[src/rtl/rf_write_arbiter.sv]
// rtl/rf_write_arbiter.sv - register-file write-port arbiter for WB and multi-cycle results
//
// Shares the single register-file write port between WB-stage writes and
// buffered multi-cycle (mul/div) results. It keeps a pending scoreboard of
// registers with outstanding results and stalls ID on hazards or when the
// buffered head is starved by WB.
//
// Ports:
//   clk, rst                      clock, synchronous active-high reset
//   wb_we, wb_rd, wb_wd           WB-stage write request (priority)
//   md_issue, md_issue_rd         multi-cycle op issued (marks rd pending)
//   md_valid, md_rd, md_wd        multi-cycle result; md_ready = FIFO not full
//   id_rs1, id_rs2                ID-stage source registers
//   stall                         RAW hazard on pending reg, or starved head
//   RegWrite, WR, WD              register-file write port
module rf_write_arbiter #(
  parameter int DEPTH    = 2,
  parameter int MAX_WAIT = 4
) (
  input  logic        clk,
  input  logic        rst,
  input  logic        wb_we,
  input  logic [4:0]  wb_rd,
  input  logic [31:0] wb_wd,
  input  logic        md_issue,
  input  logic [4:0]  md_issue_rd,
  input  logic        md_valid,
  input  logic [4:0]  md_rd,
  input  logic [31:0] md_wd,
  output logic        md_ready,
  input  logic [4:0]  id_rs1,
  input  logic [4:0]  id_rs2,
  output logic        stall,
  output logic        RegWrite,
  output logic [4:0]  WR,
  output logic [31:0] WD
);

  localparam int PW = (DEPTH > 1) ? $clog2(DEPTH) : 1;
  localparam int CW = $clog2(DEPTH + 1);
  localparam int WW = $clog2(MAX_WAIT + 1);

  logic [4:0]    fifo_rd [DEPTH];
  logic [31:0]   fifo_wd [DEPTH];
  logic [PW-1:0] head;
  logic [PW-1:0] tail;
  logic [CW-1:0] count;
  logic [31:0]   pending;
  logic [31:0]   pending_nxt;
  logic [WW-1:0] wait_cnt;

  logic fifo_empty;
  logic wb_win;
  logic head_commit;
  logic push;

  assign fifo_empty  = (count == '0);
  // A write to x0 is treated as no request so the head can use the port.
  assign wb_win      = wb_we && (wb_rd != 5'd0);
  assign head_commit = !wb_win && !fifo_empty;
  // Readiness looks at the registered count only: a full FIFO refuses a
  // push even in a cycle where its head drains.
  assign md_ready    = (count != CW'(DEPTH));
  assign push        = md_valid && md_ready && (md_rd != 5'd0);

  always_comb begin
    RegWrite = 1'b0;
    WR       = 5'd0;
    WD       = 32'd0;
    if (wb_win) begin
      RegWrite = 1'b1;
      WR       = wb_rd;
      WD       = wb_wd;
    end else if (!fifo_empty) begin
      RegWrite = 1'b1;
      WR       = fifo_rd[head];
      WD       = fifo_wd[head];
    end
  end

  // Clear is applied first so a same-cycle re-issue of the committing
  // register keeps its pending bit.
  always_comb begin
    pending_nxt = pending;
    if (head_commit) begin
      pending_nxt[fifo_rd[head]] = 1'b0;
    end
    if (md_issue && (md_issue_rd != 5'd0)) begin
      pending_nxt[md_issue_rd] = 1'b1;
    end
  end

  assign stall = ((id_rs1 != 5'd0) && pending[id_rs1]) ||
                 ((id_rs2 != 5'd0) && pending[id_rs2]) ||
                 (wait_cnt == WW'(MAX_WAIT));

  // FIFO payload needs no reset: it is only visible when count is non-zero.
  always_ff @(posedge clk) begin
    if (push) begin
      fifo_rd[tail] <= md_rd;
      fifo_wd[tail] <= md_wd;
    end
  end

  always_ff @(posedge clk) begin
    if (rst) begin
      head     <= '0;
      tail     <= '0;
      count    <= '0;
      pending  <= 32'd0;
      wait_cnt <= '0;
    end else begin
      pending <= pending_nxt;

      if (push) begin
        tail <= (tail == PW'(DEPTH - 1)) ? '0 : tail + 1'b1;
      end
      if (head_commit) begin
        head <= (head == PW'(DEPTH - 1)) ? '0 : head + 1'b1;
      end

      case ({push, head_commit})
        2'b10:   count <= count + 1'b1;
        2'b01:   count <= count - 1'b1;
        default: count <= count;
      endcase

      if (fifo_empty || head_commit) begin
        wait_cnt <= '0;
      end else if (wait_cnt != WW'(MAX_WAIT)) begin
        wait_cnt <= wait_cnt + 1'b1;
      end
    end
  end

  // Every buffered result belongs to an issued op that is still pending.
  always @(posedge clk) begin
    if (!rst) begin
      assert ($countones(pending) >= int'(count));
      assert (!(push && (count == CW'(DEPTH))));
    end
  end

endmodule
[config.mk]
export PLATFORM = sky130hd
export DESIGN_NAME = rf_write_arbiter
export DESIGN_NICKNAME = d
export VERILOG_FILES = /design/src/rtl/rf_write_arbiter.sv
export SDC_FILE = /design/constraint.sdc
export NUM_CORES = 1
export LEC_CHECK = 0
export CORE_UTILIZATION = 45
export DETAILED_ROUTE_END_ITERATION = 10
export PLACE_DENSITY = 0.77
export SETUP_SLACK_MARGIN = 0.3
export SYNTH_ARGS = -nofsm -noshare
export SYNTH_HDL_FRONTEND = slang
export SYNTH_SLANG_ARGS = --single-unit
[constraint.sdc]
create_clock -name clk -period 2.6 [get_ports clk]
set_input_delay 0.52 -clock clk [delete_from_list [all_inputs] [get_ports clk]]
set_output_delay 0.52 -clock clk [all_outputs]
set_load 0.005 [all_outputs]
# After elaboration in Yosys (flattened, before gate mapping)
# Memory sizes are Yosys's and may differ from the RTL's. A register that Yosys moved wholly into a read port is not among the register bits.
# Cells that the tools add are included.
# totals
reg_bits	39
ramBits	74
inputBits	94
output_inout_bits	40
word_cells	73
n_memories	2
# mem_list
name	words	width	read_ports	rd_ports_with_merged_regs	wr	line	source
fifo_wd	2	32	1	1	1	44	logic [31:0] fifo_wd [DEPTH];
fifo_rd	2	5	1	1	1	43	logic [4:0] fifo_rd [DEPTH];
# op_classes
add_sub_neg	5
n_lt_le_gt_ge	6
eq_ne	5
muxes	25
bitwise	3
reduce_logical	22
# ops
op	n
$mux 32	4
$and 32x32->32	1
$not 32->32	1
$or 32x32->32	1
$reduce_bool 5->1	5
$lt 5x6->1 const B	4
$mux 1	14
$bmux 1 s5	2
$demux 1 s5	2
$ge 5x1->1 const B	2
$mux 5	2
$logic_and 1x1->1	9
$pmux 2 s2	1
$add 3x1->3 const B	1
$eq 3x3->1 const B	1
$logic_or 1x1->1	3
$ne 3x3->1 const B	1
$add 1x1->1 const B	2
$add 2x1->2 const B	1
$eq 2x1->1 const B	1
$eq 2x2->1 const B	1
$logic_not 1->1	2
$logic_not 2->1	1
$ne 2x2->1 const B	1
other kinds (3)	3

# Longest topological paths before layout
# Gate-level depths: netlist of the first run.
# logic_depth
word_depth	9
depth_mapped	8
ltp_nobuf	8

# Worst setup path before layout of the first run
# No wires, ideal clock.
# synth_path
path_type	input-to-reg
startpoint	in md_rd[3]
endpoint	mem fifo_rd[0][0] (enable)
setup_ns	0.431
arrival_time_ns	2.350
required_time_ns	2.169
slack_ns	-0.182
stages	3
n_path_buf	0
cell_sequence	or4_1 -> o211ai_1 -> nor2_1
# synth_between
elab_chain_len	4
# synth_lines
element	line	source
start: declaration	28	input logic [4:0] md_rd,
$reduce_bool 5->1	64	assign push = md_valid && md_ready && (md_rd != 5'd0);
$logic_and 1x1->1	64	
$mux 1	99	if (push) begin
$mux 1 (implied by the code)	100	fifo_rd[tail] <= md_rd;
end: declaration	43	
# Every way passes these cells.

# Worst setup path after layout of the first run
# layout_path
startpoint	in wb_rd[0]
endpoint	out WD[4]
# layout_between
elab_chain_len	3
# layout_lines
element	line	source
start: declaration	23	input logic [4:0] wb_rd,
$reduce_bool 5->1	59	assign wb_win = wb_we && (wb_rd != 5'd0);
$logic_and 1x1->1	59	
$mux 32	70	if (wb_win) begin
end: declaration	36	output logic [31:0] WD
# Every way passes these cells.

==> results.yml, run 1 <==
yosys:
  synth.avg_cell_area_um2: 11.4
  synthSimpleGateAreaFrac_pct: 11.0
  ys_top_cells_by_area: "edfxtp_1 (41%), dfxtp_1 (15%), mux2i_1 (7.7%)"
  synthArstFlopShare_pct: 0
  netlist.area_leader.share_pct: 40.7
  synth_top_flop_cell: "edfxtp_1"
  synth_mux_area_share_pct: 14.5
  synth_top_area_cell: "edfxtp_1"
  yosysWarnings: 0
  seq_area_frac_synth_pct: 55.3
  synth_area_um2: 5460
  yosys.area_share.adder_pct: 0.687
  synth_compound_gate_area_share_pct: 14.8
  synth_cell_types: 42
  synth_cells: 478
  synth-edff-count: 74
  synth_seq_cells: 114
  synth_top_family_by_area: "compound AO/OA/AOI/OAI gates"
  syn_nets: 575
  synth-xor-area-share_pct: 0.801
placement:
  post-place-cells: 769
  io_buffer_count: 133
  dpl.hpwl_um: 10800
  dpl_cell_area_um2: 7370
  gp_congestion: 0.896
timing:
  hold_viol_final: 0
  tightest_slew_ns: 0.666
  period_needed_ns: 2.61
  finalCritPeriodShare_pct: 100
  finalSetupViolCount: 3
  layout_setup_ws_ns: -0.0115
  rsz0062_at_grt: "yes"
  final_max_slew_viol_count: 0
  max_freq_ghz: 0.383
  holdWs_ns: 0.489
  relSlewSlack_pct: 55.5
  clock_skew_ns: 0.00506
  setup-tns-final_ns: -0.0309
critical_path:
  arrival_ns: 2.09
  crit_buf_inv: 4
  cp-end-kind: "primary output"
  crit_chain: "clkdlybuf4s15_2 -> or4_4 -> o21a_4 -> buf_8 -> buf_16 -> o31ai_4 -> buf_2"
  criticalPathCategory: "in -> out"
  required_ns: 2.08
  cp_top_family: "buffers and inverters"
  slowest_stage: "or4_4"
  crit_fanout: 6
  startpoint_type: "primary input"
  cp_slowest_stage_delay_ns: 0.43
route:
  route.detailed.drc: 4
  routed_via_density: 6.04
  wirelength_um: 18200
  postRouteAntennaNets: 0
  vias: 4973
  first_iter_violations: 410
  drt_first_pass_iters: 8
  wl_per_cell_um: 22.1
global_routing:
  gr-usage-met1_pct: 31.3
  grt_overflow: 0
  track_usage_pct: 28.4
  grt_pass1_wl_um: 26700
  grt_max_degree: 33
  grtUsageMet3_pct: 7.29
  antenna_found_initial: 1
  busiest_layer: "met2"
  grt_util_met2_pct: 52.0
  grt_pass1_vias: 5021
pwr:
  p_seq_share_pct: 32.1
  switchingPower_mw: 2.54
  internal-power_mw: 4.91
  comb_power_share_pct: 34.6
  p_leak_nw: 3.11
  ir_worst_vdd_v: 0.000546
  p_sw_share_pct: 34.1
  clockPowerShare_pct: 33.4
  powerDensity_nw_per_um2: 866
clock_network:
  cts_max_path_buffers: 2
  holdBufCountCts: 0
  htree_levels: 4
  clk_pin_slew_ns: 0.05
  insertion_delay_ns: 0.41
  cts_num_sinks: 114
  clock-root-buffer: "clkbuf_16"
  tritoncts: "yes"
  numCtsBuffers: 17
layout:
  fin_cells: 824
  synthToLayoutAreaGrowth_pct: 57.4
  design_area_um2: 8600
  final_common_cell: "clkdlybuf4s50_1"
  final_nets: 764
  fin_util_pct: 74.1
  final_cell_mix: "clkdlybuf4s50_1 (83), edfxtp_1 (74), nand2_1 (53), buf_4 (44), mux2i_1 (42)"
  drive_gt1_share_pct: 35.4
outcome:
  status: "finished with violations"
  violations: "DRC, setup timing"
floorplan:
  io_pins: 134
  dieArea_um2: 12600
  num_rows: 39
  coreArea_um2: 11600
  die_width_um: 112
  die_h_um: 112
  start_util_pct: 47.0
job:
  maxCapViolations: 0
min_path:
  hold_class: "reg -> reg"
==> Yosys cell counts, types with 2 or more instances <==
cell type	instances
o21ai_1	13
a32oi_1	3
ha_1	3
edfxtp_1	74
nor2b_1	9
inv_1	10
buf_2	8
xnor2_1	4
a21oi_1	37
nor3_1	3
nor4_1	4
or4_4	3
buf_1	4
nand2b_1	7
nand3b_1	2
nor2_1	20
dfxtp_1	40
clkbuf_1	16
o32ai_1	2
nand2_1	80
mux4_2	15
mux2i_1	42
o21ai_0	4
o31ai_1	55
mux2_2	3
==> state kept, by name, indices dropped and copies added (netlist names), named ones only <==
signal	flops
pending	32
fifo_rd	10
wait_cnt	3
head	1
fifo_wd	64
tail	1
count	2
==> power by group through the flow <==
stage                     clock (mW)  combinational (mW)  sequential (mW)
after floorplan                    0                1.13             2.31
after global placement             0                2.01             2.36
after detailed placement           0                2.06             2.38
after CTS                       2.48                2.36             2.38
after global routing            2.56                2.70             2.41
final                           2.48                2.57             2.39
==> stage by stage <==
stage | power [mW] | setup WS (ns)
after floorplan | 3.45 | -0.182
after global placement | 4.38 | -0.678
after detailed placement | 4.44 | -0.736
after CTS | 7.22 | 0.0465
after global routing | 7.67 | -0.0410
final | 7.45 | -0.0115
==> logic make-up (layout without fill, tap and decap cells) <==
group	after synthesis	in the layout
AND/OR/NAND/NOR	134	137
flip-flops	114	114
adder cells (fa/ha/maj)	3	3
other	0	1
multiplexers	60	60
AO/OA/AOI/OAI	123	123
XOR/XNOR	5	5
buffers and inverters	39	238
==> metal layers <==
layer	up-vias	share of wire (%)
met2	299	53
met5	-	0
met1	2402	36
li1	2222	-
met3	50	7.7
met4	0	3.5
==> layout make-up <==
| class | count | area (um2) |
|---|---|---|
| timing repair buffer | 195 | 1830 |
| clock inverter | 15 | 206 |
| multi-input combinational | 328 | 2880 |
| fill | 726 | 3010 |
| tap | 143 | 179 |
| sequential | 114 | 3030 |
| inverter | 11 | 43.8 |
| antenna | 1 | 2.50 |
| clock buffer | 17 | 425 |
==> repair_timing <==
item | CTS | global route
pin swaps | 26 | 7
setup endpoints to repair | 127 | 40
gates resized for setup | 251 | 36
gates cloned | 9 | 0
buffers inserted | 8 | 5
==> path summary, 6_finish.rpt <==
| path | startpoint | endpoint | slack (ns) | depth (start not counted) |
|---|---|---|---|---|
| worst min-delay path | pending[0]$_SDFF_PP0_ | pending[0]$_SDFF_PP0_ | 0.49 | 1 |
| worst min register to register | pending[0]$_SDFF_PP0_ | pending[0]$_SDFF_PP0_ | 0.49 | 1 |
| worst max register to register | count[0]$_SDFFE_PP0P_ | fifo_rd[0][2]$_DFFE_PP_ | 0.42 | 5 |
| worst max-delay path | wb_rd[0] | WD[4] | -0.01 | 7 |
No activity file was read; power rests on OpenSTA's default activity.
==> inputs of run 2 (changes only) <==
--- a/config.mk
+++ b/config.mk
@@ -5,6 +5,7 @@
 export SDC_FILE = /design/constraint.sdc
 export NUM_CORES = 1
 export LEC_CHECK = 0
+export CORE_MARGIN = 2
 export CORE_UTILIZATION = 45
 export DETAILED_ROUTE_END_ITERATION = 10
 export PLACE_DENSITY = 0.77
==> run 2 against run 1 <==
Net effect: the run ends with setup timing left; power fell by 4.3%; combinational power decreased by 2%; die area increased by 3.6%; maximum frequency down 1.9%; critical path type unchanged.
==> results.yml, run 2 (synthesis gave the netlist of run 1 again) <==
route:
  postRouteAntennaNets: 0
  vias: 4894
  route.detailed.drc: 0
  drt_first_pass_iters: 5
  wl_per_cell_um: 21.5
  first_iter_violations: 389
  routed_via_density: 5.93
  wirelength_um: 17700
pwr:
  ir_worst_vdd_v: 0.000610
  p_leak_nw: 3.02
  powerDensity_nw_per_um2: 841
timing:
  max_freq_ghz: 0.376
  finalCritPeriodShare_pct: 102
  finalSetupViolCount: 15
  clock_skew_ns: 0.00766
  holdWs_ns: 0.488
  relSlewSlack_pct: 49.4
  final_max_slew_viol_count: 0
  layout_setup_ws_ns: -0.0612
  tightest_slew_ns: 0.757
  rsz0062_at_grt: "yes"
  period_needed_ns: 2.66
  setup-tns-final_ns: -0.440
  hold_viol_final: 0
layout:
  ff_latch_area_um2: 3030
  final_common_cell: "clkdlybuf4s50_1"
  regMostFlops: "fifo_wd"
  reg_top3: "fifo_wd x64, pending x32, fifo_rd x10"
  largest_reg_flops: 64
  multiInputGateArea_um2: 2910
  synthToLayoutAreaGrowth_pct: 55.1
  final_cell_mix: "clkdlybuf4s50_1 (84), edfxtp_1 (74), nand2_1 (56), buf_4 (43), mux2i_1 (42)"
  final_nets: 762
  n_antenna_cell: 0
  fillers: 788
  drive_gt1_share_pct: 36.6
critical_path:
  arrival_ns: 2.14
  crit_fanout: 8
  cp-end-kind: "primary output"
  startpoint_type: "primary input"
  worstRegToRegCells: 4
  required_ns: 2.08
  criticalPathCategory: "in -> out"
floorplan:
  io_pins: 134
  start_util_pct: 45.9
  die_width_um: 114
  coreArea_um2: 11900
  num_rows: 40
  die_h_um: 114
  dieArea_um2: 13000
clock_network:
  tritoncts: "yes"
  insertion_delay_ns: 0.42
  holdBufCountCts: 0
  clock-root-buffer: "clkbuf_16"
  clk_pin_slew_ns: 0.06
  cts_num_sinks: 114
  cts_max_path_buffers: 2
  numCtsBuffers: 17
  htree_levels: 4
outcome:
  violations: "setup timing"
  status: "finished with violations"
global_routing:
  track_usage_pct: 26.8
  grt_overflow: 0
  antenna_found_initial: 0
  grt_pass1_vias: 4978
  grt_pass1_wl_um: 26300
  grt_max_degree: 38
placement:
  gp_congestion: 0.966
  io_buffer_count: 133
  dpl.hpwl_um: 11100
job:
  maxCapViolations: 0
min_path:
  hold_class: "reg -> reg"
  holdPathStages: 2
==> run 2: cell types whose count changed in the layout (fill, tap and decap cells not counted), moves of 2 or more <==
cell	change
a21oi_1	-2
a21oi_2	+2
buf_16	-2
buf_2	+7
bufinv_16	-3
clkbuf_2	-2
clkdlybuf4s15_2	-4
dlygate4sd2_1	-2
inv_6	+4
nand2_1	+3
nand2_2	+2
nand2_4	-5
o21ai_1	-6
o21ai_2	+6
==> run 2: path summary, 6_finish.rpt <==
| kind | startpoint | to | slack (ns) |
|---|---|---|---|
| worst min register to register | pending[26]$_SDFF_PP0_ | pending[26]$_SDFF_PP0_ | 0.49 |
| worst max-delay path | wb_rd[2] | WD[13] | -0.06 |
| worst max register to register | count[0]$_SDFFE_PP0P_ | fifo_rd[1][0]$_DFFE_PP_ | 0.60 |
| worst min-delay path | pending[26]$_SDFF_PP0_ | pending[26]$_SDFF_PP0_ | 0.49 |
==> run 2: per-layer routing <==
metal	GRT usage, %	wire [um]
met1	29.6	6540
met5	0	0
met4	12.6	614
met3	7.15	1200
met2	47.9	9370
==> run 2: where the power goes <==
| part | total, mW | switching (mW) | internal (mW) |
|---|---|---|---|
| registers | 2.35 | 0.152 | 2.20 |
| logic | 2.52 | 1.48 | 1.04 |
| clock network | 2.26 | 0.919 | 1.34 |
| total | 7.13 | 2.55 | 4.58 |
==> run 2: what timing repair did <==
action                                  4_1_cts  5_1_grt
pin swaps                                    26       12
endpoints found under the setup margin       58      124
gates cloned                                  3        2
buffers inserted                             12        3
resized for setup                           261       47
==> run 2: stage by stage <==
step | power, mW | worst slack (ns) | area (um2) | utilization [%] | std cells
final | 7.13 | -0.0612 | 8480 | 71.2 | 825
after global routing | 7.38 | -0.0892 | 8480 | 71.2 | 825
after CTS | 6.90 | 0.00289 | 8240 | 69.2 | 820
after detailed placement | 4.41 | -0.710 | 7370 | 61.8 | 773
after global placement | 4.34 | -0.674 | 7370 | 61.8 | 773
after floorplan | 3.45 | -0.182 | 5650 | - | 478
==> run 2: final cells by class <==
class / count / share of cell area, %
well taps: 147 / 2.17
multi-input cells: 328 / 34.3
clock inverters: 15 / 1.74
clock buffers: 17 / 5.02
inverters: 11 / 0.517
repair buffers: 193 / 20.5
flip-flops and latches: 114 / 35.8
==> run 2: critical path: stages <==
cell and delay (ns):
buf_6 0.09, or4_4 0.55, o21a_4 0.26, buf_12 0.15, buf_16 0.15, o31ai_2 0.25
buf_2 0.17
